$ cat src/rtl/multicycle_ctrl_if.sv
// Control/status bundle between the multi-cycle controller and the datapath plus memory.
//   master : controller side. It reads the IR fields, the ALU zero flag and mem_ready.
//            It drives the memory request, write enables, mux selects, retire and trap.
//   slave  : datapath/memory side, with the directions mirrored.
interface multicycle_ctrl_if;
    logic [6:0] op;
    logic [2:0] funct3;
    logic       zero;
    logic       mem_ready;

    logic       mem_req;
    logic       mem_we;
    logic       adr_src;
    logic       ir_we;
    logic       pc_we;
    logic       reg_we;
    logic [1:0] alu_src_a;
    logic [1:0] alu_src_b;
    logic [1:0] alu_op;
    logic [1:0] result_src;
    logic       retire;
    logic [1:0] trap;

    modport master (
        input  op, funct3, zero, mem_ready,
        output mem_req, mem_we, adr_src, ir_we, pc_we, reg_we,
               alu_src_a, alu_src_b, alu_op, result_src, retire, trap
    );

    modport slave (
        output op, funct3, zero, mem_ready,
        input  mem_req, mem_we, adr_src, ir_we, pc_we, reg_we,
               alu_src_a, alu_src_b, alu_op, result_src, retire, trap
    );
endinterface

$ cat src/rtl/multicycle_ctrl.sv
// Main control FSM for the multi-cycle RV32I core.
// It sequences the shared ALU, the unified memory port and the PC/IR/register-file enables.
// The state flow is FETCH, DECODE, then an execute/memory step, then writeback.
// A wait counter traps the core when a bus access hangs.
// Illegal opcodes also trap, and the core then stays in the trap state until reset.
//   clk   : core clock, rising edge
//   rst_n : synchronous active-low reset; also gates all enables low while asserted
//   bus   : multicycle_ctrl_if.master (IR fields, zero, mem_ready in; controls out)
// Parameters:
//   TIMEOUT : consecutive not-ready request cycles before a bus-timeout trap (0 = off)
//   CNT_W   : wait counter width, 2**CNT_W must exceed TIMEOUT
module multicycle_ctrl #(
    parameter int unsigned TIMEOUT = 16,
    parameter int unsigned CNT_W   = 5
) (
    input logic               clk,
    input logic               rst_n,
    multicycle_ctrl_if.master bus
);
    typedef enum logic [3:0] {
        StFetch, StDecode, StMemAdr, StMemRead, StMemWb, StMemWrite,
        StExecR, StExecI, StAluWb, StJal, StBranch, StTrap
    } state_e;

    localparam logic [1:0] TrapNone    = 2'b00;
    localparam logic [1:0] TrapIllegal = 2'b01;
    localparam logic [1:0] TrapBus     = 2'b10;

    // Last counter value that is still tolerated before the timeout fires.
    localparam logic [CNT_W-1:0] CntLast = CNT_W'((TIMEOUT == 0) ? 32'd0 : TIMEOUT - 1);

    state_e             state_q, state_d;
    logic [CNT_W-1:0]   cnt_q, cnt_d;
    logic [1:0]         trap_q, trap_d;
    logic               is_req;
    logic               timeout_hit;

    assign is_req = (state_q == StFetch) || (state_q == StMemRead) || (state_q == StMemWrite);
    // mem_ready in the same cycle wins over the timeout.
    assign timeout_hit = (TIMEOUT != 0) && is_req && !bus.mem_ready && (cnt_q == CntLast);

    always_ff @(posedge clk) begin
        if (!rst_n) begin
            state_q <= StFetch;
            cnt_q   <= '0;
            trap_q  <= TrapNone;
        end else begin
            state_q <= state_d;
            cnt_q   <= cnt_d;
            trap_q  <= trap_d;
        end
    end

    always_comb begin
        state_d = state_q;
        trap_d  = trap_q;
        cnt_d   = '0;
        // Every request state is entered either from a non-request state or on mem_ready.
        // Both paths leave the counter at zero, so entry-clear needs no separate term.
        if (is_req && !bus.mem_ready) begin
            cnt_d = (&cnt_q) ? cnt_q : cnt_q + CNT_W'(1);
        end
        unique case (state_q)
            StFetch:    if (bus.mem_ready) state_d = StDecode;
            StDecode: begin
                case (bus.op)
                    7'b0000011, 7'b0100011: state_d = StMemAdr;
                    7'b0110011:             state_d = StExecR;
                    7'b0010011:             state_d = StExecI;
                    7'b1101111:             state_d = StJal;
                    7'b1100011: begin
                        if (bus.funct3[2:1] == 2'b00) begin
                            state_d = StBranch;
                        end else begin
                            state_d = StTrap;
                            trap_d  = TrapIllegal;
                        end
                    end
                    default: begin
                        state_d = StTrap;
                        trap_d  = TrapIllegal;
                    end
                endcase
            end
            StMemAdr:   state_d = (bus.op == 7'b0000011) ? StMemRead : StMemWrite;
            StMemRead:  if (bus.mem_ready) state_d = StMemWb;
            StMemWb:    state_d = StFetch;
            StMemWrite: if (bus.mem_ready) state_d = StFetch;
            StExecR:    state_d = StAluWb;
            StExecI:    state_d = StAluWb;
            StAluWb:    state_d = StFetch;
            StJal:      state_d = StAluWb;
            StBranch:   state_d = StFetch;
            StTrap:     state_d = StTrap;
            default:    state_d = StFetch;
        endcase
        if (timeout_hit) begin
            state_d = StTrap;
            trap_d  = TrapBus;
        end
    end

    logic       mem_req, mem_we, adr_src, ir_we, pc_we, reg_we, retire;
    logic [1:0] alu_src_a, alu_src_b, alu_op, result_src;

    always_comb begin
        mem_req    = 1'b0;
        mem_we     = 1'b0;
        adr_src    = 1'b0;
        ir_we      = 1'b0;
        pc_we      = 1'b0;
        reg_we     = 1'b0;
        retire     = 1'b0;
        alu_src_a  = 2'b00;
        alu_src_b  = 2'b00;
        alu_op     = 2'b00;
        result_src = 2'b00;
        unique case (state_q)
            StFetch: begin
                mem_req = 1'b1;
                if (bus.mem_ready) begin
                    ir_we      = 1'b1;
                    pc_we      = 1'b1;
                    alu_src_b  = 2'b10;
                    result_src = 2'b10;
                end
            end
            StDecode: begin
                alu_src_a = 2'b01;
                alu_src_b = 2'b01;
            end
            StMemAdr: begin
                alu_src_a = 2'b10;
                alu_src_b = 2'b01;
            end
            StMemRead: begin
                mem_req = 1'b1;
                adr_src = 1'b1;
            end
            StMemWb: begin
                result_src = 2'b01;
                reg_we     = 1'b1;
                retire     = 1'b1;
            end
            StMemWrite: begin
                mem_req = 1'b1;
                mem_we  = 1'b1;
                adr_src = 1'b1;
                retire  = bus.mem_ready;
            end
            StExecR: begin
                alu_src_a = 2'b10;
                alu_op    = 2'b10;
            end
            StExecI: begin
                alu_src_a = 2'b10;
                alu_src_b = 2'b01;
                alu_op    = 2'b10;
            end
            StAluWb: begin
                reg_we = 1'b1;
                retire = 1'b1;
            end
            StJal: begin
                alu_src_a = 2'b01;
                alu_src_b = 2'b10;
                pc_we     = 1'b1;
            end
            StBranch: begin
                alu_src_a = 2'b10;
                alu_op    = 2'b01;
                // funct3[0] selects bne: take the branch when zero disagrees with it.
                pc_we     = bus.zero ^ bus.funct3[0];
                retire    = 1'b1;
            end
            StTrap: ;
            default: ;
        endcase
        if (!rst_n) begin
            mem_req = 1'b0;
            mem_we  = 1'b0;
            ir_we   = 1'b0;
            pc_we   = 1'b0;
            reg_we  = 1'b0;
            retire  = 1'b0;
        end
    end

    assign bus.mem_req    = mem_req;
    assign bus.mem_we     = mem_we;
    assign bus.adr_src    = adr_src;
    assign bus.ir_we      = ir_we;
    assign bus.pc_we      = pc_we;
    assign bus.reg_we     = reg_we;
    assign bus.alu_src_a  = alu_src_a;
    assign bus.alu_src_b  = alu_src_b;
    assign bus.alu_op     = alu_op;
    assign bus.result_src = result_src;
    assign bus.retire     = retire;
    assign bus.trap       = trap_q;
endmodule

$ cat src/flat_wrapper.sv
// flat-port wrapper written by rule: the top's interface ports become plain ports
module multicycle_ctrl_flat 
#(
    parameter int unsigned TIMEOUT = 16,
    parameter int unsigned CNT_W   = 5
)
  (clk, rst_n, bus_op, bus_funct3, bus_zero, bus_mem_ready, bus_mem_req, bus_mem_we, bus_adr_src, bus_ir_we, bus_pc_we, bus_reg_we, bus_alu_src_a, bus_alu_src_b, bus_alu_op, bus_result_src, bus_retire, bus_trap);
  multicycle_ctrl_if bus_i ();
  input logic clk;
  input logic rst_n;
  input wire logic [$bits(bus_i.op)-1:0] bus_op;
  input wire logic [$bits(bus_i.funct3)-1:0] bus_funct3;
  input wire logic [$bits(bus_i.zero)-1:0] bus_zero;
  input wire logic [$bits(bus_i.mem_ready)-1:0] bus_mem_ready;
  output wire logic [$bits(bus_i.mem_req)-1:0] bus_mem_req;
  output wire logic [$bits(bus_i.mem_we)-1:0] bus_mem_we;
  output wire logic [$bits(bus_i.adr_src)-1:0] bus_adr_src;
  output wire logic [$bits(bus_i.ir_we)-1:0] bus_ir_we;
  output wire logic [$bits(bus_i.pc_we)-1:0] bus_pc_we;
  output wire logic [$bits(bus_i.reg_we)-1:0] bus_reg_we;
  output wire logic [$bits(bus_i.alu_src_a)-1:0] bus_alu_src_a;
  output wire logic [$bits(bus_i.alu_src_b)-1:0] bus_alu_src_b;
  output wire logic [$bits(bus_i.alu_op)-1:0] bus_alu_op;
  output wire logic [$bits(bus_i.result_src)-1:0] bus_result_src;
  output wire logic [$bits(bus_i.retire)-1:0] bus_retire;
  output wire logic [$bits(bus_i.trap)-1:0] bus_trap;
  assign bus_i.op = bus_op;
  assign bus_i.funct3 = bus_funct3;
  assign bus_i.zero = bus_zero;
  assign bus_i.mem_ready = bus_mem_ready;
  assign bus_mem_req = bus_i.mem_req;
  assign bus_mem_we = bus_i.mem_we;
  assign bus_adr_src = bus_i.adr_src;
  assign bus_ir_we = bus_i.ir_we;
  assign bus_pc_we = bus_i.pc_we;
  assign bus_reg_we = bus_i.reg_we;
  assign bus_alu_src_a = bus_i.alu_src_a;
  assign bus_alu_src_b = bus_i.alu_src_b;
  assign bus_alu_op = bus_i.alu_op;
  assign bus_result_src = bus_i.result_src;
  assign bus_retire = bus_i.retire;
  assign bus_trap = bus_i.trap;
  multicycle_ctrl #(.TIMEOUT(TIMEOUT), .CNT_W(CNT_W)) u_core (.clk(clk), .rst_n(rst_n), .bus(bus_i));
endmodule
$ cat config.mk
export PLATFORM = sky130hd
export DESIGN_NAME = multicycle_ctrl_flat
export DESIGN_NICKNAME = d
export VERILOG_FILES = /design/src/rtl/multicycle_ctrl_if.sv /design/src/rtl/multicycle_ctrl.sv /design/src/flat_wrapper.sv
export SDC_FILE = /design/constraint.sdc
export NUM_CORES = 1
export LEC_CHECK = 0
export CAP_MARGIN = 20
export CORE_ASPECT_RATIO = 0.75
export CORE_MARGIN = 2
export CORE_UTILIZATION = 40
export DETAILED_ROUTE_END_ITERATION = 10
export PLACE_DENSITY_LB_ADDON = 0.1
export SKIP_CTS_REPAIR_TIMING = 1
export SLEW_MARGIN = 10
export SYNTH_ARGS = -nofsm -noshare
export SYNTH_HDL_FRONTEND = slang
export SYNTH_SLANG_ARGS = --single-unit
$ cat constraint.sdc
create_clock -name clk -period 4 [get_ports clk]
set_input_delay 0.8 -clock clk [delete_from_list [all_inputs] [get_ports clk]]
set_output_delay 0.8 -clock clk [all_outputs]
set_load 0.02 [all_outputs]
After elaboration in Yosys (flattened, before gate mapping)
Index checks and enable logic that the tools add are counted.

word-level totals
  flip-flop bits (word level) = 11

cells by class
  bitwise logic cells = 3
  reductions and logical operators = 26
  equality and inequality tests = 27
  mux-type cells = 31
  add/subtract/negate cells = 1

operators with widths
  kind                                           count
  case mux 4 bit (7 select lines)                1
  case mux 4 bit (5 select lines)                1
  == test 4 x 3 -> 1 bit, second input constant  4
  == test 4 bit, second input constant           4
  two-way mux 4 bit                              4
  case mux 2 bit (2 select lines)                4
  == test 7 x 6 -> 1 bit, second input constant  2
  == test 7 bit, second input constant           2
  two-way mux 1 bit                              13
  != test 3 x 2 -> 1 bit, second input constant  4
  AND reduction 3 bit                            4
  OR reduction 2 bit                             6
  OR reduction 3 bit                             4
  == test 4 x 2 -> 1 bit, second input constant  2
  two-way mux 2 bit                              4
  != test 2 bit, second input constant           4
  == test 7 x 2 -> 1 bit, second input constant  1
  == test 7 x 5 -> 1 bit, second input constant  1
  case mux 2 bit (3 select lines)                1
  adder 5 x 1 -> 5 bit, second input constant    1
  == test 5 x 4 -> 1 bit, second input constant  1
  AND reduction 5 bit                            1
  OR reduction 5 bit                             1
  == test 4 x 1 -> 1 bit, second input constant  1
  14 further kinds                               17

Depth between registers and ports, before layout
  word-level depth = 7
  mapped depth = 7

Worst setup path after synthesis
No wires, ideal clock.

  path kind = input to output
  from = input bus_mem_ready
  to = output bus_pc_we
  path buffers = 0
  slack = 1287 ps
  data arrival time = 1913 ps
  required time = 3200 ps
  cell stages on the path = 5
  cell sequence = nor3b_1 -> a21oi_1 -> nor3_1 -> a21oi_1 -> nor2_1

between the ends
  cells in the longest elaborated chain, start to end = 3

RTL lines
  item                             RTL line                text
  from (decl)                      flat_wrapper.sv:14      input wire logic [$bits(bus_i.mem_ready)-1:0] bus_mem_ready;
  two-way mux 1 bit                multicycle_ctrl.sv:121  if (bus.mem_ready) begin
  case mux 1 bit (3 select lines)  multicycle_ctrl.sv:118  unique case (state_q)
  two-way mux 1 bit                multicycle_ctrl.sv:179  if (!rst_n) begin
  to (decl)                        flat_wrapper.sv:19      output wire logic [$bits(bus_i.pc_we)-1:0] bus_pc_we;

No other way between the ends.

Final worst setup path
Ends and elaborated chain as after synthesis.

==> insert_results.sql <==
INSERT INTO impl_metrics (metric_group, metric, value, unit) VALUES
('timing', 'report.final.hold_viol_count', '0', ''),
('route', 'route.final.wire_length', '2.31', 'mm'),
('logic_synthesis', 'postSynthNetCount', '140', ''),
('die', 'top_level_ports', '31', ''),
('place', 'placedInstanceArea', '0.00123', 'mm2'),
('final_layout', 'finalNonFillerCells', '176', ''),
('logic_synthesis', 'yosysTopAreaCell', 'sky130_fd_sc_hd__dfxtp_1', ''),
('clock_network', 'cts.root.buffer_cell', 'sky130_fd_sc_hd__clkbuf_4', ''),
('route', 'initialDrtViolationCount', '26', ''),
('die', 'count_of_standard_cell_rows', '15', ''),
('power', 'power_leakage', '0.468', 'nW'),
('timing', 'final-max-slew-violation-count', '0', ''),
('final_layout', 'drive_above_1_share', '8.61', '%'),
('place', 'routabilityCongestion', '0.799', ''),
('logic_synthesis', 'postSynthCellCount', '123', ''),
('timing', 'skew', '5.25', 'ps'),
('logic_synthesis', 'synth-seq-cells', '11', ''),
('final_layout', 'multi_input_combinational_cell_area', '646', 'um2'),
('critical_path', 'worstPathRequired', '3200', 'ps'),
('final_layout', 'count_of_antenna_diodes_in_the_layout', '0', ''),
('timing', 'fin_setup_tns', '0', 'ps'),
('min_path', 'hold_path_class', 'reg -> reg', ''),
('clock_network', 'worst_skew_pair_latency', '270', 'ps'),
('power', 'vdd_ir_drop_max', '0.171', 'mV'),
('grt', 'largest_net_degree_at_the_start_of_global_routing', '19', ''),
('route', 'routed-via-count', '977', ''),
('power', 'fin_total_pwr', '0.594', 'mW'),
('logic_synthesis', 'synthesis.area_per_instance', '7.58', 'um2'),
('place', 'hpwlAfterDp', '1.75', 'mm'),
('route', 'avgRoutedWirePerCell', '13.1', 'um'),
('power', 'pwr_density_cell', '474', 'mW/mm2'),
('job', 'maxCapViolCount', '0', ''),
('timing', 'worst-slew-pin-transition', '606', 'ps'),
('place', 'placement.io_buffers', '30', ''),
('final_layout', 'fill_cell_total_of_the_finished_layout', '226', ''),
('timing', 'setup_viol_count_final', '0', ''),
('grt', 'grt_use_total', '18.4', '%'),
('grt', 'grt-ovfl-total', '0', ''),
('grt', 'grt_pass1_vias', '863', ''),
('critical_path', 'critPathLaunchType', 'input port', ''),
('run_status', 'status', 'finished clean', ''),
('timing', 'final_min_period_over_clock_period', '85.5', '%'),
('die', 'starting_utilization_of_the_core_area', '41.4', '%'),
('final_layout', 'area.sequential', '220', 'um2'),
('timing', 'rsz0062_at_grt', 'false', ''),
('place', 'numPlacedInstances', '172', ''),
('logic_synthesis', 'mappedNetlistArea', '932', 'um2'),
('critical_path', 'critical_path_arrival', '2620', 'ps'),
('logic_synthesis', 'synth_area_leaders', 'sky130_fd_sc_hd__dfxtp_1 24%, sky130_fd_sc_hd__nor2_1 8.5%, sky130_fd_sc_hd__a21oi_1 4.8%', ''),
('logic_synthesis', 'synth-warning-count', '0', ''),
('grt', 'global_route_wire_length_before_repair', '3.86', 'mm'),
('clock_network', 'cts_buffers', '3', ''),
('logic_synthesis', 'synth.yosys.seq_area_share', '23.6', '%'),
('die', 'floorplan.die.height', '45.8', 'um'),
('timing', 'final.min_clock_period', '3420', 'ps'),
('grt', 'antenna_found_initial', '0', ''),
('final_layout', 'final_nets', '169', ''),
('clock_network', 'cts_max_level', '1', ''),
('logic_synthesis', 'netlist-cell-type-count', '42', ''),
('route', 'drt-pass1-iter-count', '4', ''),
('timing', 'setup_ws', '580', 'ps'),
('die', 'die-width', '59.7', 'um'),
('route', 'via_count_normalized_by_instance_count', '5.55', ''),
('final_layout', 'area.growth.synth_to_final', '34.5', '%'),
('timing', 'max_freq', '292', 'MHz'),
('clock_network', 'clk_pin_slew', '60', 'ps'),
('die', 'core_region_area', '0.00225', 'mm2'),
('route', 'antenna_violating_nets_post_route', '0', ''),
('route', 'drc', '0', ''),
('timing', 'maxSlewHeadroom', '59.5', '%'),
('timing', 'fin_worst_hold_slack', '446', 'ps'),
('clock_network', 'tritoncts_clock_tree', 'done', ''),
('min_path', 'min_delay_path_depth', '2', ''),
('critical_path', 'path_class', 'in -> out', ''),
('final_layout', 'final_area', '0.00125', 'mm2'),
('final_layout', 'finish.utilization', '55.7', '%'),
('critical_path', 'element_type_at_the_critical_path_end', 'output pin', ''),
('die', 'die-area', '0.00274', 'mm2'),
('place', 'setup_slack_placement', '584', 'ps'),
('logic_synthesis', 'synth.top_cell.area_share', '23.6', '%'),
('clock_network', 'maximum_clock_path_buffer_count', '2', ''),
('critical_path', 'critPathMaxFanout', '6', ''),
('clock_network', 'cts.sink_count', '11', ''),
('critical_path', 'worst_r2r_path_depth', '5', '');
## flip-flops by register name, indices dropped and copies added, names as in the netlist
register	count
u_core.bus.trap	2
u_core.state_q	4
u_core.cnt_q	5
## cell families after synthesis
family	synth area share, %
mux	2.28
buf+inv	7.11
compound gates	21.7
xor+xnor	6.58
flops	23.6
simple gates	34.6
fa+ha+maj	4.03
## worst max-delay path, stage by stage
cell and delay [ps]:
sky130_fd_sc_hd__clkdlybuf4s50_1 560, sky130_fd_sc_hd__nor3b_1 200, sky130_fd_sc_hd__a21oi_1 60, sky130_fd_sc_hd__nor3_1 210
sky130_fd_sc_hd__a21oi_1 70, sky130_fd_sc_hd__nor2_1 100, sky130_fd_sc_hd__clkdlybuf4s50_1 620
## synth_stat cells (all sizes together)
| library cell | number |
|---|---|
| nor2 | 21 |
| dfxtp | 11 |
| a21oi | 9 |
| inv | 8 |
| buf | 6 |
| nand2 | 6 |
| nor3 | 6 |
| nand2b | 5 |
| o21ai | 5 |
| nand3 | 4 |
| xor2 | 4 |
| a31oi | 3 |
| and3 | 3 |
| ha | 3 |
| o211ai | 3 |
| xnor2 | 3 |
| a32oi | 2 |
| nor2b | 2 |
| nor3b | 2 |
| nor4 | 2 |
| o22ai | 2 |
| a211oi | 1 |
| a41o | 1 |
| and2 | 1 |
| mux2 | 1 |
| mux2i | 1 |
| nand3b | 1 |
| nand4b | 1 |
| nand4bb | 1 |
| o2111ai | 1 |
| o21bai | 1 |
| o31a | 1 |
| or2 | 1 |
| or4 | 1 |
## final timing paths
check | from | endpoint | slack (ps)
worst max-delay path | bus_mem_ready | bus_pc_we | 580
worst max register to register | u_core.state_q[0]$_SDFFE_PN0P_ | u_core.state_q[0]$_SDFFE_PN0P_ | 2280
worst min-delay path | u_core.bus.trap[0]$_SDFFE_PP0P_ | u_core.bus.trap[0]$_SDFFE_PP0P_ | 450
worst min register to register | u_core.bus.trap[0]$_SDFFE_PP0P_ | u_core.bus.trap[0]$_SDFFE_PP0P_ | 450
## cell usage in the layout, fill, tap and decap left out, types with 2 or more instances in the layout
cell,synthesis,routed
sky130_fd_sc_hd__xnor2_1,3,3
sky130_fd_sc_hd__nand2b_1,5,5
sky130_fd_sc_hd__inv_1,8,8
sky130_fd_sc_hd__dfxtp_1,11,11
sky130_fd_sc_hd__o21ai_0,4,4
sky130_fd_sc_hd__clkbuf_4,0,3
sky130_fd_sc_hd__nor3b_1,2,2
sky130_fd_sc_hd__clkdlybuf4s50_1,0,30
sky130_fd_sc_hd__a21oi_1,9,9
sky130_fd_sc_hd__a31oi_1,3,3
sky130_fd_sc_hd__xor2_1,4,4
sky130_fd_sc_hd__and3_1,3,3
sky130_fd_sc_hd__nor2_1,21,21
sky130_fd_sc_hd__nor3_1,6,6
sky130_fd_sc_hd__o211ai_1,2,2
sky130_fd_sc_hd__nand2_1,6,6
sky130_fd_sc_hd__ha_1,3,3
sky130_fd_sc_hd__nand3_1,3,3
## layer usage
metal,routed length [um],vias up,global-route usage (%)
li1,-,496,-
met1,1140,453,25.4
met2,1040,26,29.8
met3,122,2,4.55
met4,11,0,2.67
met5,0,-,0
## layout make-up
type,count,area share [%]
Clock buffer,4,2.10
Sequential cell,11,17.6
Inverter,8,2.40
Tap cell,25,2.50
Multi-Input combinational cell,98,51.5
Timing Repair Buffer,30,24.0
## where the power goes
| part | internal, mW | switching (mW) | total [mW] |
|---|---|---|---|
| Combinational | 0.164 | 0.176 | 0.339 |
| Clock | 0.0386 | 0.0369 | 0.0755 |
| Sequential | 0.127 | 0.0522 | 0.179 |
No activity file was read; power rests on OpenSTA's default activity.
